==> src/rtl/wb_sched_if.sv <==
// Requester-side bus for the writeback scheduler: per-requester valid/addr/data
// flattened into packed vectors, with a combinational ready returned per lane.
interface wb_sched_if #(
  parameter int NREQ = 3
);
  logic [NREQ-1:0]   req_valid;
  logic [3*NREQ-1:0] req_addr;
  logic [8*NREQ-1:0] req_data;
  logic [NREQ-1:0]   req_ready;

  modport master (output req_valid, req_addr, req_data, input req_ready);
  modport slave  (input req_valid, req_addr, req_data, output req_ready);
endinterface

==> src/rtl/wb_sched.sv <==
// Writeback scheduler: round-robin arbitration of 3 requesters onto two
// register-file write ports, with address-conflict suppression on port 4.
module wb_sched #(
  parameter int NREQ = 3
) (
  input  logic       clk,
  input  logic       reset_n,
  wb_sched_if.slave  rq,
  input  logic       hold,
  output logic       we3,
  output logic [2:0] wa3,
  output logic [7:0] wd3,
  output logic       we4,
  output logic [2:0] wa4,
  output logic [7:0] wd4,
  output logic [7:0] stall_cnt
);

  logic [NREQ-1:0][2:0] addr_v;
  logic [NREQ-1:0][7:0] data_v;
  logic [NREQ-1:0]      rdy;
  logic [1:0]           ptr, ptr_nxt, a_idx, b_idx, idx, last_idx;
  logic                 a_vld, b_vld, b_seen, unserved;

  assign addr_v = rq.req_addr;
  assign data_v = rq.req_data;

  function automatic logic [1:0] rr_idx(input logic [1:0] p, input logic [1:0] k);
    logic [2:0] s;
    s = {1'b0, p} + {1'b0, k};
    return (s >= 3'd3) ? 2'(s - 3'd3) : s[1:0];
  endfunction

  // Slot B looks only at the very next valid requester after slot A; a
  // conflicting one is left for the next cycle rather than skipped over.
  always_comb begin
    a_vld  = 1'b0;
    b_vld  = 1'b0;
    b_seen = 1'b0;
    a_idx  = 2'd0;
    b_idx  = 2'd0;
    idx    = 2'd0;
    for (int k = 0; k < 3; k++) begin
      idx = rr_idx(ptr, 2'(k));
      if (rq.req_valid[idx]) begin
        if (!a_vld) begin
          a_vld = 1'b1;
          a_idx = idx;
        end else if (!b_seen) begin
          b_seen = 1'b1;
          if (addr_v[idx] != addr_v[a_idx]) begin
            b_vld = 1'b1;
            b_idx = idx;
          end
        end
      end
    end
    if (hold || !reset_n) begin
      a_vld = 1'b0;
      b_vld = 1'b0;
    end
  end

  always_comb begin
    rdy = '0;
    if (a_vld) rdy[a_idx] = 1'b1;
    if (b_vld) rdy[b_idx] = 1'b1;
  end

  assign rq.req_ready = rdy;
  assign unserved     = |(rq.req_valid & ~rdy);
  assign last_idx     = b_vld ? b_idx : a_idx;
  assign ptr_nxt      = !a_vld ? ptr : (last_idx == 2'd2) ? 2'd0 : 2'(last_idx + 2'd1);

  always_ff @(posedge clk or negedge reset_n) begin
    if (!reset_n) begin
      ptr       <= 2'd0;
      we3       <= 1'b0;
      wa3       <= 3'd0;
      wd3       <= 8'd0;
      we4       <= 1'b0;
      wa4       <= 3'd0;
      wd4       <= 8'd0;
      stall_cnt <= 8'd0;
    end else begin
      ptr <= ptr_nxt;
      we3 <= a_vld;
      we4 <= b_vld;
      if (a_vld) begin
        wa3 <= addr_v[a_idx];
        wd3 <= data_v[a_idx];
      end
      if (b_vld) begin
        wa4 <= addr_v[b_idx];
        wd4 <= data_v[b_idx];
      end
      if (unserved && stall_cnt != 8'hFF) stall_cnt <= stall_cnt + 8'd1;
    end
  end

endmodule

==> src/flat_wrapper.sv <==
// flat-port wrapper written by rule: the top's interface ports become plain ports
module wb_sched_flat 
#(
  parameter int NREQ = 3
)
  (clk, reset_n, hold, we3, wa3, wd3, we4, wa4, wd4, stall_cnt, rq_req_valid, rq_req_addr, rq_req_data, rq_req_ready);
  wb_sched_if #(.NREQ(NREQ)) rq_i ();
  input  logic clk;
  input  logic reset_n;
  input  logic hold;
  output logic we3;
  output logic [2:0] wa3;
  output logic [7:0] wd3;
  output logic we4;
  output logic [2:0] wa4;
  output logic [7:0] wd4;
  output logic [7:0] stall_cnt;
  input wire logic [$bits(rq_i.req_valid)-1:0] rq_req_valid;
  input wire logic [$bits(rq_i.req_addr)-1:0] rq_req_addr;
  input wire logic [$bits(rq_i.req_data)-1:0] rq_req_data;
  output wire logic [$bits(rq_i.req_ready)-1:0] rq_req_ready;
  assign rq_i.req_valid = rq_req_valid;
  assign rq_i.req_addr = rq_req_addr;
  assign rq_i.req_data = rq_req_data;
  assign rq_req_ready = rq_i.req_ready;
  wb_sched #(.NREQ(NREQ)) u_core (.clk(clk), .reset_n(reset_n), .rq(rq_i), .hold(hold), .we3(we3), .wa3(wa3), .wd3(wd3), .we4(we4), .wa4(wa4), .wd4(wd4), .stall_cnt(stall_cnt));
endmodule
==> config.mk <==
export PLATFORM = sky130hd
export DESIGN_NAME = wb_sched_flat
export DESIGN_NICKNAME = d
export VERILOG_FILES = /design/src/rtl/wb_sched_if.sv /design/src/rtl/wb_sched.sv /design/src/flat_wrapper.sv
export SDC_FILE = /design/constraint.sdc
export NUM_CORES = 1
export LEC_CHECK = 0
export ABC_AREA = 0
export CAP_MARGIN = 10
export CORE_ASPECT_RATIO = 0.75
export CORE_MARGIN = 2
export CORE_UTILIZATION = 42
export DETAILED_ROUTE_END_ITERATION = 7
export PLACE_DENSITY_LB_ADDON = 0.05
export SLEW_MARGIN = 30
export SYNTH_ARGS = -nofsm -noshare
export SYNTH_HDL_FRONTEND = slang
export SYNTH_SLANG_ARGS = --single-unit
==> constraint.sdc <==
create_clock -name clk -period 5.9 [get_ports clk]
set_input_delay 1.475 -clock clk [delete_from_list [all_inputs] [get_ports clk]]
set_output_delay 1.475 -clock clk [all_outputs]
set_load 0.03 [all_outputs]
* After elaboration in Yosys (flattened, before gate mapping)
Cells that the tools add are included.
** Word-level totals
- Flip-flop bits (word level) :: 34
- Latch bits :: 0
- Bits in writable memories :: 0
- Bits in read-only memories :: 0
- Word-level logic and storage cells :: 99
- Memories :: 0
** Cells by class
- Add/sub/neg operators :: 7
- $mul :: 0
- Divide/modulo/power cells :: 0
- Magnitude comparators :: 12
- Equality and inequality tests :: 4
- Shift operators :: 0
- Muxes and demuxes :: 59
- Bitwise gates (word level) :: 3
- Reduce and logical (&&, ||, !) cells :: 6
** Operators with widths (number)
- 3-bit binary-select mux with 2-bit select :: 6
- 2-bit 2-to-1 mux :: 17
- 8-bit binary-select mux with 2-bit select :: 2
- 3-bit 2-to-1 mux :: 8
- 2-bit by 3-bit < comparator with 1-bit output (second input constant) :: 7
- 1-bit 2-to-1 mux :: 19
- 8-bit 2-to-1 mux :: 2
- 8-bit by 1-bit adder with 8-bit output (second input constant) :: 1
- 8-bit != test (second input constant) :: 1
- 1-bit binary-select mux with 2-bit select :: 3
- 3-bit by 2-bit >= comparator with 1-bit output (second input constant) :: 2
- 3-bit != test :: 2
- 2-bit subtractor (second input constant) :: 3
- 1-bit demux with 2-bit select :: 2
- 2-bit by 1-bit >= comparator with 1-bit output (second input constant) :: 2
- 2-bit by 1-bit adder with 3-bit output (second input constant) :: 1
- 2-bit by 2-bit adder with 3-bit output (second input constant) :: 1
- 3-bit AND :: 1
- 1-bit logical AND :: 3
- 3-bit NOT :: 1
- 3-bit OR :: 1
- 3-bit OR reduction :: 1
- 2-bit by 1-bit adder with 2-bit output (second input constant) :: 1
- 2-bit == test (second input constant) :: 1
- other kinds (3) :: 3

* Logic depth before layout (Yosys ltp)
Gate-level depths: netlist of run 1.
- Depth in word-level cells :: 25
- Gate-level depth with buffers :: 15
- Mapped depth without buffers :: 12

* Least setup slack after synthesis of run 1
No wires, ideal clock.
- Path kind :: input to output
- Start point :: input port rq_req_valid[1]
- End point :: output port rq_req_ready[2]
- Data arrival time :: 4236 ps
- Data required time :: 4425 ps
- Path slack :: 189 ps
- Stages on the path :: 11
- Path buffers :: 3
- Cells stage by stage :: buf_4 > nand2_2 > or4_4 > a221oi_1 > a21oi_1 > xor2_1 > a31o_1 > and2_1 > buf_6 > clkbuf_1 > o31ai_1
** Between the ends
- Cells in the longest elaborated chain, start to end :: 19
- Elaborated cells on any way between the ends :: 51
- Classes of those cells :: 4 x order compare; 2 x eq/ne; 42 x mux; 1 x bitwise; 2 x reduce/logical
** RTL lines
- from (decl) :: line flat_wrapper.sv:18 : input wire logic [$bits(rq_i.req_valid)-1:0] rq_req_valid;
- 1-bit binary-select mux with 2-bit select :: line wb_sched.sv:45 : if (rq.req_valid[idx]) begin
- 1-bit 2-to-1 mux (not written as such) :: line wb_sched.sv:45
- 2-bit 2-to-1 mux :: line wb_sched.sv:45
- 3-bit binary-select mux with 2-bit select :: line wb_sched.sv:51 : if (addr_v[idx] != addr_v[a_idx]) begin
- 3-bit 2-to-1 mux (not written as such) :: line wb_sched.sv:51
- 3-bit != test :: line wb_sched.sv:51
- 2-bit 2-to-1 mux :: line wb_sched.sv:51
- 2-bit 2-to-1 mux :: line wb_sched.sv:46 : if (!a_vld) begin
- (+3 left out)
- 2-bit 2-to-1 mux :: line wb_sched.sv:46
- 2-bit 2-to-1 mux :: line wb_sched.sv:45
- 2-bit by 3-bit < comparator with 1-bit output (not written as such) or 2-bit by 1-bit >= comparator with 1-bit output (tied branches) :: line wb_sched.sv:67 : if (b_vld) rdy[b_idx] = 1'b1;
- 1-bit logical AND (not written as such) :: line wb_sched.sv:67
- 1-bit 2-to-1 mux (not written as such) :: line wb_sched.sv:67
- 1-bit demux with 2-bit select
- 3-bit OR (no line)
- 3-bit 2-to-1 mux (*) :: line wb_sched.sv:67
- to (decl) :: line flat_wrapper.sv:21 : output wire logic [$bits(rq_i.req_ready)-1:0] rq_req_ready;
Mark *: on every way between the ends. The rest lies on a longest branch, timed or not. The select of a mux whose other input is x is not followed.

* Final worst setup path of run 1
- Start point :: input port rq_req_valid[1]
- End point :: output port rq_req_ready[1]
Same word-level chain as after synthesis.

==> impl_metrics.ini, run 1 <==
[run_status]
outcome = completed

[detailed_routing]
post_drt_wl_per_cell_um = 17.0
via_count = 2739
drtPass1Iterations = 4
routed_via_density = 5.73
wl_um = 8150
ant_nets = 0
drc = 0
drt_iter0_drc = 228

[clock_tree]
cts_inserted_buffers = 5
cts_num_sinks = 34
cts_tree = built
htreeDepth = 2
insertion_delay_ns = 0.28
cts_buffer_depth = 2
cts_root_buffer = clkbuf_8
clk_transition_reported_paths_ns = 0.06

[timing]
timing.slew.headroom_pct = 52.2
report.final.slew_viol_count = 0
fin_tns_setup_ns = 0
fin_hold_ws_ns = 0.475
setup_viol = 0
hold_viol = 0
fin_skew_ns = 0.00417
setup_slack_ns = 0.0839
max_freq_mhz = 172
tightest_slew_ns = 0.716
min_period_ns = 5.82
min_period_over_period_pct = 98.6

[layout]
diodes = 0
layout-area-overhead-vs-synth_pct = 39.7
final_common_cell = clkdlybuf4s50_1
nNetsFinal = 439
final_cell_mix = clkdlybuf4s50_1 (68), nand2_1 (41), dfrtp_1 (34)
final_area_mm2 = 0.00371
layout-drive-gt1-share_pct = 11.6
fill_cells = 568

[logic_synthesis]
avgSynthCellArea_um2 = 8.45
synth-edff-count = 0
netlist_area_mm2 = 0.00265
synth_cells = 314
synthArstFlopShare_pct = 100
synth_warnings = 0
ys.flop_type = dfrtp_1
synth.distinct_cells = 56
ys_seq_area_share_pct = 32.1
ys_seq_elements = 34
synth_top_area_share_pct = 32.1
synth_top_area_cell = dfrtp_1
synth_area_leaders = dfrtp_1 (32%), mux2i_1 (9.8%), nand2_1 (5.8%)
synth_nets = 357

[global_route]
grt_pass1_vias = 2472
grt_start_max_net_pins = 35
overflow = 0
grt_antenna_before_repair = 0
grt.total_usage_pct = 23.7
grt_pass1_wl_um = 12700

[placed_design]
gp_congestion = 0.931
place_hpwl_um = 6050
place_ws_ns = 0.0392
port_buffers = 73
postPlaceCellArea_mm2 = 0.00352

[floorplan]
start_util_pct = 42.8
fp.dieH_um = 72.8
dieArea_mm2 = 0.00698
rows = 25
die_w_um = 95.8
top_level_ports = 74
coreArea_mm2 = 0.00619

[pwr]
p_leak_uw = 0.00165
fin_total_pwr_uw = 2160
power_density_mw_per_mm2 = 581
vdd_drop_max_mv = 0.392

[worst_setup_path]
critical_path_arrival_ns = 4.34
startpoint_type = primary input
crit_fanout = 5
criticalPathCategory = primary input to primary output
cp-end-kind = primary output
worstPathRequired_ns = 4.43

[run]
maxCapViolCount = 0

[worst_hold_path]
hold_class = flop to flop
[power by group]
group	internal [uW]	leakage, uW	switching [uW]
clock network	126	0.0000524	79.2
logic	613	0.00117	929
registers	340	0.000425	67.3
total	1080	0.00165	1080
[routing by layer]
metal | wire [um] | share of wire (%) | vias up | GRT usage (%)
met4 | 53 | 0.65 | 0 | 3.65
li1 | - | - | 1321 | -
met5 | 0 | 0 | - | 0
met2 | 3490 | 43 | 112 | 33.9
met1 | 3890 | 48 | 1299 | 37.3
met3 | 712 | 8.7 | 7 | 4.75
[cells by family after synthesis]
| family | Yosys count | synth area share (%) |
|---|---|---|
| xor+xnor | 12 | 3.96 |
| fa+ha+maj | 4 | 1.89 |
| flops | 34 | 32.1 |
| compound gates | 101 | 26.9 |
| mux | 27 | 10.2 |
| simple gates | 113 | 20.7 |
| buf+inv | 23 | 4.24 |
[layout make-up]
type	instances	area [um^2]	share of cell area (%)
clock inverters	1	30.0	0.810
inverters	7	26.3	0.709
clock buffers	7	76.3	2.06
well taps	81	101	2.73
multi-input cells	257	1770	47.7
flip-flops and latches	34	851	22.9
repair buffers	91	856	23.1
[flip-flops by register name (all words and copies together), names as in the netlist]
| name | count |
|---|---|
| u_core.stall_cnt | 8 |
| u_core.wd3 | 8 |
| u_core.wd4 | 8 |
| u_core.wa3 | 3 |
| u_core.wa4 | 3 |
| u_core.ptr | 2 |
| u_core.we3 | 1 |
| u_core.we4 | 1 |
[worst paths after layout]
check | start | endpoint | slack, ns | cells after the start
hold / removal | u_core.wa4[0]$_DFFE_PN0N_ | u_core.wa4[0]$_DFFE_PN0N_ | 0.47 | 2
setup reg to reg | u_core.ptr[0]$_DFFE_PN0P_ | u_core.stall_cnt[1]$_DFFE_PN0P_ | 1.43 | 13
min in group asynchronous | reset_n | u_core.wd3[5]$_DFFE_PN0P_ | 1.31 | 2
hold reg to reg | u_core.wa4[0]$_DFFE_PN0N_ | u_core.wa4[0]$_DFFE_PN0N_ | 0.47 | 2
setup / recovery | rq_req_valid[1] | rq_req_ready[1] | 0.08 | 11
max in group asynchronous | reset_n | u_core.stall_cnt[5]$_DFFE_PN0P_ | 4.27 | 2
[metrics by stage]
step / std cells / util, %
global route: 478 / 59.9
finish: 478 / 59.9
detailed placement: 470 / 56.9
floorplan: 314 / -
global placement: 470 / 56.9
CTS: 478 / 58.6
[synthesized netlist by cell type, drive strengths merged, types with 3 or more instances]
cell type / count
ha: 4
a211o: 11
nor2: 27
xnor2: 9
and3: 5
nand3b: 4
dfrtp: 34
clkbuf: 8
a21boi: 3
buf: 8
o211ai: 3
xor2: 3
o311ai: 5
a31oi: 4
inv: 6
nor2b: 6
mux2i: 26
nand2b: 4
a211oi: 3
o31ai: 3
nand3: 6
nand2: 42
a21oi: 15
and2: 5
nor3: 3
o21ai: 30
a22oi: 13
[critical path, cell delays in order]
cell,delay [ns]
clkdlybuf4s50_1,0.53
nand2_2,0.11
or4_4,0.58
a221oi_1,0.28
a21oi_1,0.11
xor2_2,0.22
a31o_4,0.30
a211oi_2,0.25
inv_1,0.06
o21ai_0,0.21
buf_4,0.21
[timing repair]
item | 4_1_cts | 5_1_grt
buffers inserted | 0 | 0
endpoints found under the hold margin | 0 | 0
resized for setup | 0 | 16
hold buffers | 0 | 0
endpoints found under the setup margin | 0 | 3
No activity file was read; power rests on OpenSTA's default activity.
==> inputs of run 2 (changes only) <==
--- a/config.mk
+++ b/config.mk
@@ -7,9 +7,11 @@
 export LEC_CHECK = 0
 export ABC_AREA = 0
 export CAP_MARGIN = 10
+export CELL_PAD_IN_SITES_DETAIL_PLACEMENT = 1
+export CELL_PAD_IN_SITES_GLOBAL_PLACEMENT = 2
 export CORE_ASPECT_RATIO = 0.75
 export CORE_MARGIN = 2
-export CORE_UTILIZATION = 42
+export CORE_UTILIZATION = 28
 export DETAILED_ROUTE_END_ITERATION = 7
 export PLACE_DENSITY_LB_ADDON = 0.05
 export SLEW_MARGIN = 30
==> run 2 against run 1 <==
Sequential share of layout area is 0.91 points lower. Sequential power hardly changed. Combinational power is 3% higher. Non-clock buffer count is 9 higher.
==> impl_metrics.ini, run 2 (synthesis gave the netlist of run 1 again) <==
[floorplan]
top_level_ports = 74
rows = 30
fp.dieH_um = 88.3
die_w_um = 116
coreArea_mm2 = 0.00912
start_util_pct = 29.1
dieArea_mm2 = 0.0103

[layout]
nNetsFinal = 448
final_area_mm2 = 0.00386
layout-drive-gt1-share_pct = 13.4
layout-area-overhead-vs-synth_pct = 45.5
largestRegisters = u_core.stall_cnt (8), u_core.wd3 (8), u_core.wd4 (8)
final_common_cell = clkdlybuf4s50_1
seqCellArea_um2 = 851
fill_cells = 1083
finalNonFillerCells = 532
multiInputGateArea_mm2 = 0.00174
diodes = 0
final_cell_mix = clkdlybuf4s50_1 (66), nand2_1 (41), dfrtp_1 (34)

[placed_design]
place_hpwl_um = 7010
postPlaceCellArea_mm2 = 0.00366
place_ws_ns = -0.0306
placed_cells = 524
port_buffers = 73
gp_congestion = 0.798

[worst_setup_path]
cp-end-kind = primary output
criticalPathCategory = primary input to primary output
crit_fanout = 6
startpoint_type = primary input
critical_path_arrival_ns = 4.23
worstPathRequired_ns = 4.43

[clock_tree]
cts_buffer_depth = 2
cts_num_sinks = 34
cts_inserted_buffers = 5
htreeDepth = 2
clk_transition_reported_paths_ns = 0.05
cts_root_buffer = clkbuf_16
cts_tree = built
insertion_delay_ns = 0.28

[global_route]
grt.total_usage_pct = 18.7
grt_pass1_vias = 2733
overflow = 0
grt_start_max_net_pins = 35
grt_antenna_before_repair = 0
grt_pass1_wl_um = 14900

[timing]
timing.slew.headroom_pct = 48.3
fin_skew_ns = 0.00343
setup_viol = 0
max_freq_mhz = 175
fin_hold_ws_ns = 0.471
min_period_over_period_pct = 96.7
fin_tns_setup_ns = 0
min_period_ns = 5.71
tightest_slew_ns = 0.775
setup_slack_ns = 0.195
hold_viol = 0
rsz0062_at_grt = no
report.final.slew_viol_count = 0

[detailed_routing]
post_drt_wl_per_cell_um = 17.6
drc = 0
ant_nets = 0
drtPass1Iterations = 4
drt_iter0_drc = 95
via_count = 2697
wl_um = 9360
routed_via_density = 5.07

[run]
maxCapViolCount = 0

[pwr]
p_leak_uw = 0.00172
vdd_drop_max_mv = 0.369
power_density_mw_per_mm2 = 583

[run_status]
outcome = completed

[worst_hold_path]
hold_class = flop to flop
## run 2: stage by stage
| step | total power [uW] | utilization (%) |
|---|---|---|
| 2_1_floorplan | 1370 | - |
| 3_3_place_gp | 1940 | 40.2 |
| 3_5_place_dp | 1940 | 40.2 |
| 4_1_cts | 2220 | 41.8 |
| 5_1_grt | 2430 | 42.3 |
| 6_report | 2250 | 42.3 |
## run 2: metal layers
layer  part of all wire, %  GRT usage [%]  vias to the layer above
met5                     0              0                        -
met4                  0.27           2.49                        0
met3                   4.3           3.42                        4
met2                    42           27.3                       57
met1                    53           29.2                     1301
li1                      -              -                     1335
## run 2: cell type report
| class | instances | area share (%) |
|---|---|---|
| multi-input combinational | 257 | 44.9 |
| inverter | 7 | 0.680 |
| timing repair buffer | 100 | 24.6 |
| clock buffer | 6 | 3.60 |
| tap | 128 | 4.15 |
| sequential | 34 | 22.0 |
## run 2: power breakdown
part	leakage [uW]	switching [uW]	internal (uW)
combinational	0.00122	933	653
clock	0.0000688	91.5	163
sequential	0.000425	68.5	341
total	0.00172	1090	1160
## run 2: worst paths after layout
kind / from / depth (start not counted) / endpoint / slack (ns)
setup / recovery: rq_req_valid[1] / 12 / rq_req_ready[0] / 0.19
max in group asynchronous: reset_n / 2 / u_core.ptr[0]$_DFFE_PN0P_ / 4.27
min in group asynchronous: reset_n / 2 / u_core.wa3[0]$_DFFE_PN0P_ / 1.30
hold / removal: u_core.wd4[5]$_DFFE_PN0N_ / 2 / u_core.wd4[5]$_DFFE_PN0N_ / 0.47
setup reg to reg: u_core.ptr[0]$_DFFE_PN0P_ / 14 / u_core.stall_cnt[1]$_DFFE_PN0P_ / 1.36
hold reg to reg: u_core.wd4[5]$_DFFE_PN0N_ / 2 / u_core.wd4[5]$_DFFE_PN0N_ / 0.47
## run 2: worst max-delay path: stages
cell	delay, ns
dlygate4sd2_1	0.33
nand2_2	0.14
or4_4	0.58
and3_1	0.20
o211a_1	0.23
a211oi_2	0.27
buf_4	0.17
a31o_2	0.20
o211ai_1	0.16
a21oi_1	0.20
nand2_1	0.08
buf_4	0.17
## run 2: timing repair
item | 4_1_cts | 5_1_grt
setup endpoints to repair | 2 | 3
hold buffers | 0 | 0
setup buffers | 1 | 1
pin swaps | 1 | 2
gates resized for setup | 3 | 11
gates cloned | 0 | 0
==> inputs of run 3 (changes only) <==
--- a/config.mk
+++ b/config.mk
@@ -13,6 +13,7 @@
 export CORE_MARGIN = 2
 export CORE_UTILIZATION = 28
 export DETAILED_ROUTE_END_ITERATION = 7
+export HOLD_SLACK_MARGIN = 0.12
 export PLACE_DENSITY_LB_ADDON = 0.05
 export SLEW_MARGIN = 30
 export SYNTH_ARGS = -nofsm -noshare
==> results of run 3 <==
The final DEF is identical to that of run 2; final timing and power are the same.
